[config.mk]
export PLATFORM = sky130hd
export DESIGN_NAME = ex_alu_stage_flat
export DESIGN_NICKNAME = d
export VERILOG_FILES = /design/src/rtl/ex_alu_stage_if.sv /design/src/rtl/ex_alu_stage.sv /design/src/flat_wrapper.sv
export SDC_FILE = /design/constraint.sdc
export NUM_CORES = 1
export LEC_CHECK = 0
export ABC_CLOCK_PERIOD_IN_PS = 800
export BUFFER_PORTS_ARGS = -buffer_cell sky130_fd_sc_hd__clkbuf_2
export CELL_PAD_IN_SITES_DETAIL_PLACEMENT = 0
export CELL_PAD_IN_SITES_GLOBAL_PLACEMENT = 2
export CORE_ASPECT_RATIO = 0.8
export CORE_MARGIN = 2
export CORE_UTILIZATION = 28
export CTS_BUF_LIST = sky130_fd_sc_hd__clkbuf_8 sky130_fd_sc_hd__clkbuf_16
export DETAILED_ROUTE_END_ITERATION = 16
export PLACE_DENSITY = 0.81
export SLEW_MARGIN = 20
export SYNTH_ARGS = -nofsm -noshare
export SYNTH_HDL_FRONTEND = slang
export SYNTH_HIERARCHICAL = 1
export SYNTH_SLANG_ARGS = --single-unit
[constraint.sdc]
create_clock -name clk -period 0.8 [get_ports clk]
set_input_delay 0.12 -clock clk [delete_from_list [all_inputs] [get_ports clk]]
set_output_delay 0.12 -clock clk [all_outputs]
set_load 0.01 [all_outputs]
[src/rtl/ex_alu_stage_if.sv]
// EX-stage bus: operands/control from ID/EX towards the ALU, and the
// registered EX/MEM result plus processor flags back out.
interface ex_alu_stage_if #(
    parameter int WIDTH = 16
);
    logic             ex_valid;
    logic [1:0]       ex_op;
    logic [WIDTH-1:0] ex_a;
    logic [WIDTH-1:0] ex_b;
    logic             stall;
    logic             flush;
    logic             mem_valid;
    logic [WIDTH-1:0] mem_result;
    logic             flag_n;
    logic             flag_z;
    logic             flag_v;

    // Pipeline control side (ID/EX register, hazard unit)
    modport master (
        output ex_valid, ex_op, ex_a, ex_b, stall, flush,
        input  mem_valid, mem_result, flag_n, flag_z, flag_v
    );

    // ALU stage side
    modport slave (
        input  ex_valid, ex_op, ex_a, ex_b, stall, flush,
        output mem_valid, mem_result, flag_n, flag_z, flag_v
    );
endinterface

[src/rtl/ex_alu_stage.sv]
// Execute-stage ALU: 16-bit saturating add/sub built from four chained
// 4-bit carry-lookahead slices, nibble-wise saturating PADDSB using the same
// slices with the chain broken, XOR, the EX/MEM register and the N/Z/V flags.

// 4-bit carry-lookahead slice. In pad mode the nibble result saturates to
// 4'h7 / 4'h8 on signed overflow; otherwise it is a plain modular sum.
module carry_look_ahead (
    input  logic [3:0] a,
    input  logic [3:0] b,
    input  logic       cin,
    input  logic       pad,
    output logic [3:0] sum,
    output logic       cout
);
    logic [3:0] g;
    logic [3:0] p;
    logic [4:0] c;
    logic [3:0] raw;
    logic       nib_ovf;

    // Generate/propagate lookahead carries and the saturating nibble result
    always_comb begin
        g    = a & b;
        p    = a ^ b;
        c[0] = cin;
        c[1] = g[0] | (p[0] & cin);
        c[2] = g[1] | (p[1] & g[0]) | (p[1] & p[0] & cin);
        c[3] = g[2] | (p[2] & g[1]) | (p[2] & p[1] & g[0])
             | (p[2] & p[1] & p[0] & cin);
        c[4] = g[3] | (p[3] & g[2]) | (p[3] & p[2] & g[1])
             | (p[3] & p[2] & p[1] & g[0]) | (p[3] & p[2] & p[1] & p[0] & cin);
        raw     = p ^ c[3:0];
        nib_ovf = (a[3] == b[3]) && (raw[3] != a[3]);
        cout    = c[4];
        sum     = raw;
        if (pad && nib_ovf) begin
            sum = a[3] ? 4'h8 : 4'h7;
        end
    end
endmodule

module ex_alu_stage #(
    parameter int WIDTH = 16   // only 16 is supported (four 4-bit slices)
) (
    input  logic            clk,
    input  logic            rst_n,
    ex_alu_stage_if.slave   bus
);
    localparam logic [1:0] OP_ADD  = 2'b00;
    localparam logic [1:0] OP_SUB  = 2'b01;
    localparam logic [1:0] OP_XOR  = 2'b10;
    localparam logic [1:0] OP_PADD = 2'b11;

    logic             is_sub;
    logic             is_pad;
    logic [WIDTH-1:0] b_eff;
    logic [4:0]       carry;
    logic [WIDTH-1:0] slice_sum;
    logic             carry_into_msb;
    logic             ovf;
    logic [WIDTH-1:0] res;

    logic             mem_valid_reg;
    logic [WIDTH-1:0] mem_result_reg;
    logic             flag_n_reg;
    logic             flag_z_reg;
    logic             flag_v_reg;

    assign is_sub   = (bus.ex_op == OP_SUB);
    assign is_pad   = (bus.ex_op == OP_PADD);
    assign b_eff    = is_sub ? ~bus.ex_b : bus.ex_b;
    // Subtraction is A + ~B + 1, so the chain starts with carry-in 1
    assign carry[0] = is_sub;

    // Four slices; PADDSB breaks the chain by forcing every cin to 0
    generate
        for (genvar gi = 0; gi < 4; gi++) begin : g_slice
            carry_look_ahead u_cla (
                .a    (bus.ex_a[gi*4 +: 4]),
                .b    (b_eff[gi*4 +: 4]),
                .cin  (is_pad ? 1'b0 : carry[gi]),
                .pad  (is_pad),
                .sum  (slice_sum[gi*4 +: 4]),
                .cout (carry[gi+1])
            );
        end
    endgenerate

    // Signed overflow = carry into bit 15 XOR carry out of bit 15; the
    // carry out itself is otherwise discarded.
    assign carry_into_msb = slice_sum[WIDTH-1] ^ bus.ex_a[WIDTH-1] ^ b_eff[WIDTH-1];
    assign ovf            = carry[4] ^ carry_into_msb;

    // Result select: add/sub saturate on overflow keyed on the sign of A
    always_comb begin
        res = slice_sum;
        unique case (bus.ex_op)
            OP_ADD, OP_SUB: begin
                if (ovf) begin
                    res = bus.ex_a[WIDTH-1] ? 16'h8000 : 16'h7FFF;
                end
            end
            OP_XOR:  res = bus.ex_a ^ bus.ex_b;
            OP_PADD: res = slice_sum;
            default: res = slice_sum;
        endcase
    end

    // EX/MEM register and flags: flush beats stall, flags move only on capture
    always_ff @(posedge clk or negedge rst_n) begin
        if (!rst_n) begin
            mem_valid_reg  <= 1'b0;
            mem_result_reg <= '0;
            flag_n_reg     <= 1'b0;
            flag_z_reg     <= 1'b0;
            flag_v_reg     <= 1'b0;
        end else if (bus.flush) begin
            mem_valid_reg <= 1'b0;
        end else if (!bus.stall) begin
            mem_valid_reg <= bus.ex_valid;
            if (bus.ex_valid) begin
                mem_result_reg <= res;
                if (bus.ex_op == OP_ADD || bus.ex_op == OP_SUB) begin
                    flag_n_reg <= res[WIDTH-1];
                    flag_z_reg <= (res == '0);
                    flag_v_reg <= ovf;
                end else if (bus.ex_op == OP_XOR) begin
                    flag_z_reg <= (res == '0);
                end
            end
        end
    end

    assign bus.mem_valid  = mem_valid_reg;
    assign bus.mem_result = mem_result_reg;
    assign bus.flag_n     = flag_n_reg;
    assign bus.flag_z     = flag_z_reg;
    assign bus.flag_v     = flag_v_reg;
endmodule

[src/flat_wrapper.sv]
// flat-port wrapper written by rule: the top's interface ports become plain ports
module ex_alu_stage_flat 
#(
    parameter int WIDTH = 16                                              
)
  (clk, rst_n, bus_ex_valid, bus_ex_op, bus_ex_a, bus_ex_b, bus_stall, bus_flush, bus_mem_valid, bus_mem_result, bus_flag_n, bus_flag_z, bus_flag_v);
  ex_alu_stage_if #(.WIDTH(WIDTH)) bus_i ();
  input  logic clk;
  input  logic rst_n;
  input wire logic [$bits(bus_i.ex_valid)-1:0] bus_ex_valid;
  input wire logic [$bits(bus_i.ex_op)-1:0] bus_ex_op;
  input wire logic [$bits(bus_i.ex_a)-1:0] bus_ex_a;
  input wire logic [$bits(bus_i.ex_b)-1:0] bus_ex_b;
  input wire logic [$bits(bus_i.stall)-1:0] bus_stall;
  input wire logic [$bits(bus_i.flush)-1:0] bus_flush;
  output wire logic [$bits(bus_i.mem_valid)-1:0] bus_mem_valid;
  output wire logic [$bits(bus_i.mem_result)-1:0] bus_mem_result;
  output wire logic [$bits(bus_i.flag_n)-1:0] bus_flag_n;
  output wire logic [$bits(bus_i.flag_z)-1:0] bus_flag_z;
  output wire logic [$bits(bus_i.flag_v)-1:0] bus_flag_v;
  assign bus_i.ex_valid = bus_ex_valid;
  assign bus_i.ex_op = bus_ex_op;
  assign bus_i.ex_a = bus_ex_a;
  assign bus_i.ex_b = bus_ex_b;
  assign bus_i.stall = bus_stall;
  assign bus_i.flush = bus_flush;
  assign bus_mem_valid = bus_i.mem_valid;
  assign bus_mem_result = bus_i.mem_result;
  assign bus_flag_n = bus_i.flag_n;
  assign bus_flag_z = bus_i.flag_z;
  assign bus_flag_v = bus_i.flag_v;
  ex_alu_stage #(.WIDTH(WIDTH)) u_core (.clk(clk), .rst_n(rst_n), .bus(bus_i));
endmodule
# [Word-level counts from Yosys, hierarchy flattened]
# Index checks and enable logic that the tools add are counted.
[op_classes] bitwise=123 eq_ne=12 reduce_logical=16 muxes=20
[op_table] operator="1-bit bitwise AND" n=64
[op_table] operator="16-bit two-way mux" n=3
[op_table] operator="16-bit case mux with 3 select lines" n=1
[op_table] operator="1-bit OR" n=40
[op_table] operator="4-bit two-way mux" n=8
[op_table] operator="4-bit XOR" n=8
[op_table] operator="4-bit bitwise AND" n=4
[op_table] operator="16-bit logical NOT" n=1
[op_table] operator="16-bit inverter" n=1
[op_table] operator="16-bit XOR" n=1
[op_table] operator="1-bit logical AND" n=8
[op_table] operator="1-bit two-way mux" n=8
[op_table] operator="4-bit AND reduction" n=2
[op_table] operator="1-bit == test" n=4
[op_table] operator="2-bit == test, second input constant" n=2
[op_table] operator="1-bit inequality test" n=4
[op_table] operator="3-bit AND reduction" n=1
[op_table] operator="1-bit XOR" n=3
[op_table] operator="2-bit by 1-bit == test with 1-bit output, second input constant" n=1
[op_table] operator="2-bit logical NOT" n=1
[op_table] operator="2-bit by 1-bit inequality test with 1-bit output, second input constant" n=1
[op_table] operator="1-bit inverter" n=2
[op_table] operator="2-bit nonzero test" n=1
[op_table] operator="2-bit OR reduction" n=1
[op_table] operator="1-bit logical OR" n=1
[word_totals] regBits=20 output_inout_bits=20 elab_cells=176 in_bits=39

# [Depth between registers and ports, before layout]
[logic_depth] ltp_word=30 mapped_depth=26 mapped_depth_nobuf=25

# [Hierarchy]
# Netlist, hierarchy kept.
[modules_own_cells] module="ex_alu_stage" instances=1 area_each_um2=1612.8 cells_each=194 seq_area_each_um2=500.5
[modules_own_cells] module="carry_look_ahead at u_core.g_slice[0].u_cla ..." instances=3 area_each_um2=205.2 cells_each=26 seq_area_each_um2=0.0
[modules_own_cells] module="carry_look_ahead at u_core.g_slice[3].u_cla" instances=1 area_each_um2=203.9 cells_each=26 seq_area_each_um2=0.0

# [Least setup slack after synthesis]
# Ideal clock, no wire load.
[synth_path] path_kind="in2reg" startpoint="input port bus_ex_op[1]" endpoint="register u_core.flag_z_reg (netlist: u_core/bus.flag_z)" cell_stages=25 t_required_ns=0.708 setup_slack_ns=-4.204 t_arrival_ns=4.912 path_buffers=2 setup_ns=0.092 cell_sequence="nand2b_1 > buf_2 > buf_1 > inv_1 > a41oi_1 > o21ai_2 > a21o_1 > and2_1 > a41oi_1 > o21ai_2 > a21o_1 > and2_1 > a41oi_1 > o21ai_2 > a21o_1 > and2_1 > a41oi_1 > o21ai_2 > mux2i_1 > xnor3_2 > xor2_1 > maj3_2 > mux2i_1 > nand2_1 > o31ai_2"
[synth_between] elab_chain_cells=30 elab_cells_between_ends=157 classes_between="eq/ne: 11; mux: 13; bitwise: 119; reduce/logical: 14"
[synth_lines] item="start: declaration" line_no="flat_wrapper.sv:11" source="input wire logic [$bits(bus_i.ex_op)-1:0] bus_ex_op;"
[synth_lines] item="2-bit by 1-bit == test with 1-bit output" line_no="ex_alu_stage.sv:69" source="assign is_sub = (bus.ex_op == OP_SUB);"
[synth_lines] item="16-bit two-way mux" line_no="ex_alu_stage.sv:71" source="assign b_eff = is_sub ? ~bus.ex_b : bus.ex_b;"
[synth_lines] item="4-bit XOR or 4-bit bitwise AND (tied branches)" line_no="ex_alu_stage.sv:24, ex_alu_stage.sv:23"
[synth_lines] item="1-bit bitwise AND, on equally long branches" line_no="ex_alu_stage.sv:30, ex_alu_stage.sv:31"
[synth_lines] item="1-bit OR, or another cell as far along" line_no="ex_alu_stage.sv:30" source="c[4] = g[3] | (p[3] & g[2]) | (p[3] & p[2] & g[1])"
[synth_lines] item="1-bit OR or 1-bit bitwise AND (tied branches)" line_no="ex_alu_stage.sv:30, ex_alu_stage.sv:31"
[synth_lines] item="1-bit OR or 1-bit bitwise AND (tied branches)" line_no="ex_alu_stage.sv:31" source="| (p[3] & p[2] & p[1] & g[0]) | (p[3] & p[2] & p[1] & p[0] & cin);"
[synth_lines] item="1-bit OR *" line_no="ex_alu_stage.sv:31"
[synth_lines] item="named net u_core.carry[1]" line_no="ex_alu_stage.sv:57" source="logic [4:0] carry;"
[synth_lines] item="(+3 left out)"
[synth_lines] item="named net u_core.carry[2]" line_no="ex_alu_stage.sv:57"
[synth_lines] item="(+3 left out)"
[synth_lines] item="named net u_core.carry[3]" line_no="ex_alu_stage.sv:57"
[synth_lines] item="(+8 left out)"
[synth_lines] item="named net u_core.slice_sum[15]" line_no="ex_alu_stage.sv:58" source="logic [WIDTH-1:0] slice_sum;"
[synth_lines] item="1-bit XOR (2 in series)" line_no="ex_alu_stage.sv:91" source="assign carry_into_msb = slice_sum[WIDTH-1] ^ bus.ex_a[WIDTH-1] ^ b_eff[WIDTH-1];"
[synth_lines] item="1-bit XOR" line_no="ex_alu_stage.sv:92" source="assign ovf = carry[4] ^ carry_into_msb;"
[synth_lines] item="16-bit two-way mux" line_no="ex_alu_stage.sv:99" source="if (ovf) begin"
[synth_lines] item="16-bit case mux with 3 select lines *" line_no="ex_alu_stage.sv:97" source="unique case (bus.ex_op)"
[synth_lines] item="16-bit logical NOT *" line_no="ex_alu_stage.sv:125, ex_alu_stage.sv:128"
[synth_lines] item="1-bit two-way mux" line_no="ex_alu_stage.sv:127" source="end else if (bus.ex_op == OP_XOR) begin"
[synth_lines] item="1-bit two-way mux *" line_no="ex_alu_stage.sv:123" source="if (bus.ex_op == OP_ADD || bus.ex_op == OP_SUB) begin"
[synth_lines] item="end signal: assignment" line_no="ex_alu_stage.sv:125" source="flag_z_reg <= (res == '0);"
[synth_lines] item="end signal: assignment" line_no="ex_alu_stage.sv:128" source="flag_z_reg <= (res == '0);"
[synth_lines] item="end: declaration" line_no="ex_alu_stage.sv:66" source="logic flag_z_reg;"
# Mark *: on every way through the listed nets, which the timed path passes. The rest lies on a longest branch. The select of a mux whose other input is x is not followed.
# A chain may end at the register's enable or synchronous reset.

# [Worst setup path after layout]
[layout_path] startpoint="input port bus_ex_op[1]" endpoint="register u_core.flag_z_reg (netlist: u_core/bus.flag_z)"
[layout_between] elab_cells_between_ends=157 classes_between="eq/ne: 11; mux: 13; bitwise: 119; reduce/logical: 14"
[layout_lines] item="2-bit by 1-bit == test with 1-bit output *" line_no="ex_alu_stage.sv:69"
[layout_lines] item="16-bit two-way mux *" line_no="ex_alu_stage.sv:71"
[layout_lines] item="named net u_core.b_eff[2]" line_no="ex_alu_stage.sv:56" source="logic [WIDTH-1:0] b_eff;"
[layout_lines] item="4-bit bitwise AND or 4-bit XOR (tied branches)" line_no="ex_alu_stage.sv:23, ex_alu_stage.sv:24"
[layout_lines] item="1-bit bitwise AND, on equally long branches" line_no="ex_alu_stage.sv:30, ex_alu_stage.sv:31"
[layout_lines] item="1-bit OR, or another cell as far along" line_no="ex_alu_stage.sv:30"
[layout_lines] item="1-bit OR or 1-bit bitwise AND (tied branches)" line_no="ex_alu_stage.sv:30, ex_alu_stage.sv:31"
[layout_lines] item="1-bit OR or 1-bit bitwise AND (tied branches)" line_no="ex_alu_stage.sv:31"
[layout_lines] item="(+1 left out)"
[layout_lines] item="named net u_core.carry[1]" line_no="ex_alu_stage.sv:57"
[layout_lines] item="(+3 left out)"
[layout_lines] item="named net u_core.carry[2]" line_no="ex_alu_stage.sv:57"
[layout_lines] item="(+3 left out)"
[layout_lines] item="named net u_core.carry[3]" line_no="ex_alu_stage.sv:57"
[layout_lines] item="(+2 left out)"
[layout_lines] item="1-bit OR *" line_no="ex_alu_stage.sv:31"
[layout_lines] item="named net u_core.carry[4]" line_no="ex_alu_stage.sv:57"
[layout_lines] item="1-bit XOR *" line_no="ex_alu_stage.sv:92"
[layout_lines] item="16-bit two-way mux *" line_no="ex_alu_stage.sv:99"
[layout_lines] item="16-bit case mux with 3 select lines *" line_no="ex_alu_stage.sv:97"
[layout_lines] item="16-bit logical NOT *" line_no="ex_alu_stage.sv:125, ex_alu_stage.sv:128"
[layout_lines] item="1-bit two-way mux" line_no="ex_alu_stage.sv:127"
[layout_lines] item="1-bit two-way mux *" line_no="ex_alu_stage.sv:123"
# Marks and branches as above.

==> flow_summary.yaml <==
status:
  run_status: "finished, violations left"
  violations: "negative setup slack"
clock_network:
  htreeDepth: 1
  clk_pin_slew_worst_paths_ns: 0.07
  tritoncts: "yes"
  worst_skew_pair.late_latency_ns: 0.25
  cts.path.max_buffers: 2
  num_clock_sinks: 20
  tritoncts.num_buffers: 3
  clk_root_buffer_cell: "sky130_fd_sc_hd__clkbuf_8"
timing:
  finalHoldViolCount: 0
  worst_clock_skew_ns: 0
  setup-violations-final: 39
  rsz0062_at_grt: "yes"
  achievable-frequency_mhz: 236
  hold-worst-slack_ns: 0.0744
  worst_slew_pin_slew_ns: 0.446
  finalCritPeriodShare_pct: 530
  timing.slew.headroom_pct: 70.0
  post-route-worst-setup-slack_ns: -3.44
  finalWorstPathRequiredPeriod_ns: 4.24
  final_max_slew_violation_count: 0
drt:
  post_detailed_route_drc_marker_count: 0
  wirelength_mm: 7.57
  postRouteAntennaNets: 0
  vias_per_cell: 4.58
  drt_pre_antenna_iters: 4
  vias_after_detailed_routing: 2636
  route.detailed.wl_per_inst_um: 13.2
  initialDrtViolationCount: 154
cells_and_area:
  antenna_cells: 0
  largest_register_ff_count: 16
  ratio_of_cells_with_drive_above_1_in_the_final_layout_pct: 49.7
  post_layout_nonfiller_instances: 575
  area.growth.synth_to_final_pct: 66.3
  num-nets-final: 524
logic_synthesis:
  synthesis.area_sq_mm: 0.00243
  synth-edff-count: 0
  synthesis.instances: 298
  synth_commonest_cells: "sky130_fd_sc_hd__nor2_1 (25), sky130_fd_sc_hd__xnor2_1 (25), sky130_fd_sc_hd__a21oi_1 (23), sky130_fd_sc_hd__dfrtp_1 (20)"
  synth.lib_cells_used.distinct: 40
  synth-seq-area-share_pct: 20.6
  largest_cells_by_area_after_synthesis: "sky130_fd_sc_hd__dfrtp_1 (21%), sky130_fd_sc_hd__xnor2_1 (9.0%), sky130_fd_sc_hd__ha_1 (8.2%)"
  synth_warnings: 6
  ys_async_sr_fraction_pct: 100
  netlist.area_leader.share_pct: 20.6
  mappedNetlistNets: 357
  avgSynthCellArea_sq_um: 8.16
  synth_largest_area_cell: "sky130_fd_sc_hd__dfrtp_1"
  ys_dominant_reg_cell: "sky130_fd_sc_hd__dfrtp_1"
  number_of_storage_elements_in_the_synthesis_netlist: 20
hold_path:
  worst_hold_path.num_cells: 2
  min_delay_path_class: "in2reg"
floorplanning:
  die_area_sq_mm: 0.00945
  rows: 30
  die_h_um: 87.4
  ports_placed_on_the_boundary: 59
  coreArea_sq_mm: 0.00845
  chipWidth_um: 108
  initial_utilization_pct: 28.8
power_and_ir_drop:
  power.share.clock_pct: 8.6
  seq_power_share_pct: 19.7
  p_leak_nw: 1.92
  finalPower_mw: 7.25
  irDropWorstVdd_uv: 1010
  power.density_cell_area_mw_per_mm2: 1790
  total_switching_power_mw: 2.88
  switching_share_pct: 39.7
  power_share_of_the_combinational_group_pct: 71.7
  power.internal_mw: 4.37
grt:
  global_route.overflow_total: 0
  grt_pass1_vias: 2497
  grt_start_max_net_pins: 34
  global_routing_usage_summed_across_all_routing_layers_pct: 15.8
  antenna_found_initial: 0
  grt_pass1_wl_mm: 12.0
setup_path:
  setup.worst_path.class: "in2reg"
  setup_slack_of_the_worst_register_to_register_path_ns: -0.08
  critPathRequiredTime_ns: 0.94
  critPathLaunchType: "input port"
  worst_setup_path_end_kind: "flop"
  length_in_cells_of_the_worst_reg_to_reg_path: 2
  cp_max_fo: 7
  timing.critical_path.arrival_ns: 4.37
place:
  globalplace.congestion: 0.816
  port_buffers: 58
  place.detailed.instances: 549
  hpwl_mm: 6.10
flow_run:
  total_of_max_cap_violations: 0
==> per-layer routing <==
metal	track usage (%)	vias up	wire length, um
met3	1.12	4	291
met5	0	-	0
met4	4.08	0	48
met2	22.5	48	3210
li1	-	1391	-
met1	25.3	1193	4020
==> logic make-up after synthesis <==
family	synth area share, %
mux	5.92
flops	20.6
compound gates	24.0
simple gates	15.4
buf+inv	5.25
xor+xnor	16.8
fa+ha+maj	12.0
==> worst paths after layout <==
check                                         startpoint                              endpoint
max                                         bus_ex_op[1]         u_core/bus.flag_z$_DFFE_PN0P_
min                                            bus_flush      u_core/bus.mem_valid$_DFFE_PN0P_
max reg2reg                u_core/bus.flag_v$_DFFE_PN0P_         u_core/bus.flag_v$_DFFE_PN0P_
min reg2reg                u_core/bus.flag_n$_DFFE_PN0P_         u_core/bus.flag_n$_DFFE_PN0P_
max in group asynchronous                          rst_n  u_core/bus.mem_result[9]$_DFFE_PN0P_
min in group asynchronous                          rst_n  u_core/bus.mem_result[1]$_DFFE_PN0P_
==> layout by cell type (no fill, tap or decap), types with 2 or more instances in the layout <==
cell / instances
sky130_fd_sc_hd__a21o_1: 8
sky130_fd_sc_hd__a21oi_1: 19
sky130_fd_sc_hd__a21oi_2: 4
sky130_fd_sc_hd__a31oi_1: 13
sky130_fd_sc_hd__a41oi_2: 4
sky130_fd_sc_hd__and2_4: 3
sky130_fd_sc_hd__buf_4: 112
sky130_fd_sc_hd__buf_6: 6
sky130_fd_sc_hd__clkbuf_2: 54
sky130_fd_sc_hd__clkbuf_8: 3
sky130_fd_sc_hd__dfrtp_1: 20
sky130_fd_sc_hd__fa_1: 4
sky130_fd_sc_hd__ha_1: 15
sky130_fd_sc_hd__inv_1: 19
sky130_fd_sc_hd__mux2_4: 2
sky130_fd_sc_hd__mux2i_1: 8
sky130_fd_sc_hd__mux2i_2: 2
sky130_fd_sc_hd__nand2_1: 9
sky130_fd_sc_hd__nand2_2: 4
sky130_fd_sc_hd__nand2b_1: 13
sky130_fd_sc_hd__nand3_1: 2
sky130_fd_sc_hd__nand3b_1: 4
sky130_fd_sc_hd__nand4_1: 2
sky130_fd_sc_hd__nor2_1: 24
sky130_fd_sc_hd__nor3_1: 3
sky130_fd_sc_hd__nor3b_1: 4
sky130_fd_sc_hd__nor4_1: 2
sky130_fd_sc_hd__o211ai_1: 12
sky130_fd_sc_hd__o21ai_0: 2
sky130_fd_sc_hd__o21ai_1: 6
sky130_fd_sc_hd__o21ai_2: 14
sky130_fd_sc_hd__o21ai_4: 3
sky130_fd_sc_hd__xnor2_1: 21
sky130_fd_sc_hd__xnor2_2: 3
sky130_fd_sc_hd__xor2_1: 18
==> stage by stage <==
| stage | area (sq um) | util (%) | TNS (ns) | setup slack [ns] |
|---|---|---|---|---|
| floorplan | 2510 | - | -65.27 | -3.59 |
| global placement | 3600 | 42.7 | -65.68 | -3.54 |
| detailed placement | 3600 | 42.7 | -67.89 | -3.68 |
| CTS | 3780 | 44.8 | -64.01 | -3.40 |
| global route | 4050 | 47.9 | -69.16 | -3.61 |
| finish | 4050 | 47.9 | -65.00 | -3.44 |
==> worst max-delay path, cell delays in order <==
cell	delay (ns)
sky130_fd_sc_hd__buf_6	0.09
sky130_fd_sc_hd__nand2b_4	0.17
sky130_fd_sc_hd__xnor2_2	0.14
sky130_fd_sc_hd__ha_1	0.30
sky130_fd_sc_hd__a41oi_2	0.20
sky130_fd_sc_hd__o21ai_2	0.09
sky130_fd_sc_hd__a21o_1	0.16
sky130_fd_sc_hd__and2_4	0.14
sky130_fd_sc_hd__a41oi_2	0.18
sky130_fd_sc_hd__o21ai_2	0.08
sky130_fd_sc_hd__a21o_1	0.16
sky130_fd_sc_hd__and2_4	0.14
sky130_fd_sc_hd__a41oi_2	0.17
sky130_fd_sc_hd__o21ai_2	0.08
sky130_fd_sc_hd__a21o_1	0.16
sky130_fd_sc_hd__and2_4	0.14
sky130_fd_sc_hd__a41oi_2	0.14
sky130_fd_sc_hd__o21ai_2	0.10
sky130_fd_sc_hd__a21o_2	0.22
sky130_fd_sc_hd__xnor3_2	0.43
sky130_fd_sc_hd__buf_6	0.16
sky130_fd_sc_hd__xor2_4	0.15
sky130_fd_sc_hd__a21oi_4	0.23
sky130_fd_sc_hd__clkbuf_16	0.20
sky130_fd_sc_hd__o31a_1	0.15
sky130_fd_sc_hd__o31ai_2	0.07
==> power groups by stage <==
stage	combinational [mW]	clock, mW	sequential (mW)
after floorplan	2.05	0	1.55
after global placement	4.04	0	1.44
after detailed placement	4.10	0	1.46
after CTS	4.42	0.644	1.42
after global routing	5.66	0.700	1.45
final	5.20	0.623	1.43
==> cell type report <==
class	instances	area, sq um
Multi-Input combinational cell	245	2050
Tap cell	112	140
Sequential cell	20	500
Fill cell	859	4400
Clock buffer	3	41.3
Inverter	19	71.3
Timing Repair Buffer	176	1240
==> what timing repair did <==
action                                  CTS  global route
gates resized for setup                   9            44
gates cloned                              0             1
endpoints found under the hold margin    20             0
endpoints found under the setup margin   39            39
hold buffers                              1             0
pin swaps                                 2            19
setup buffers                            12            11
Note: power is estimated with default switching activity, not from simulation.
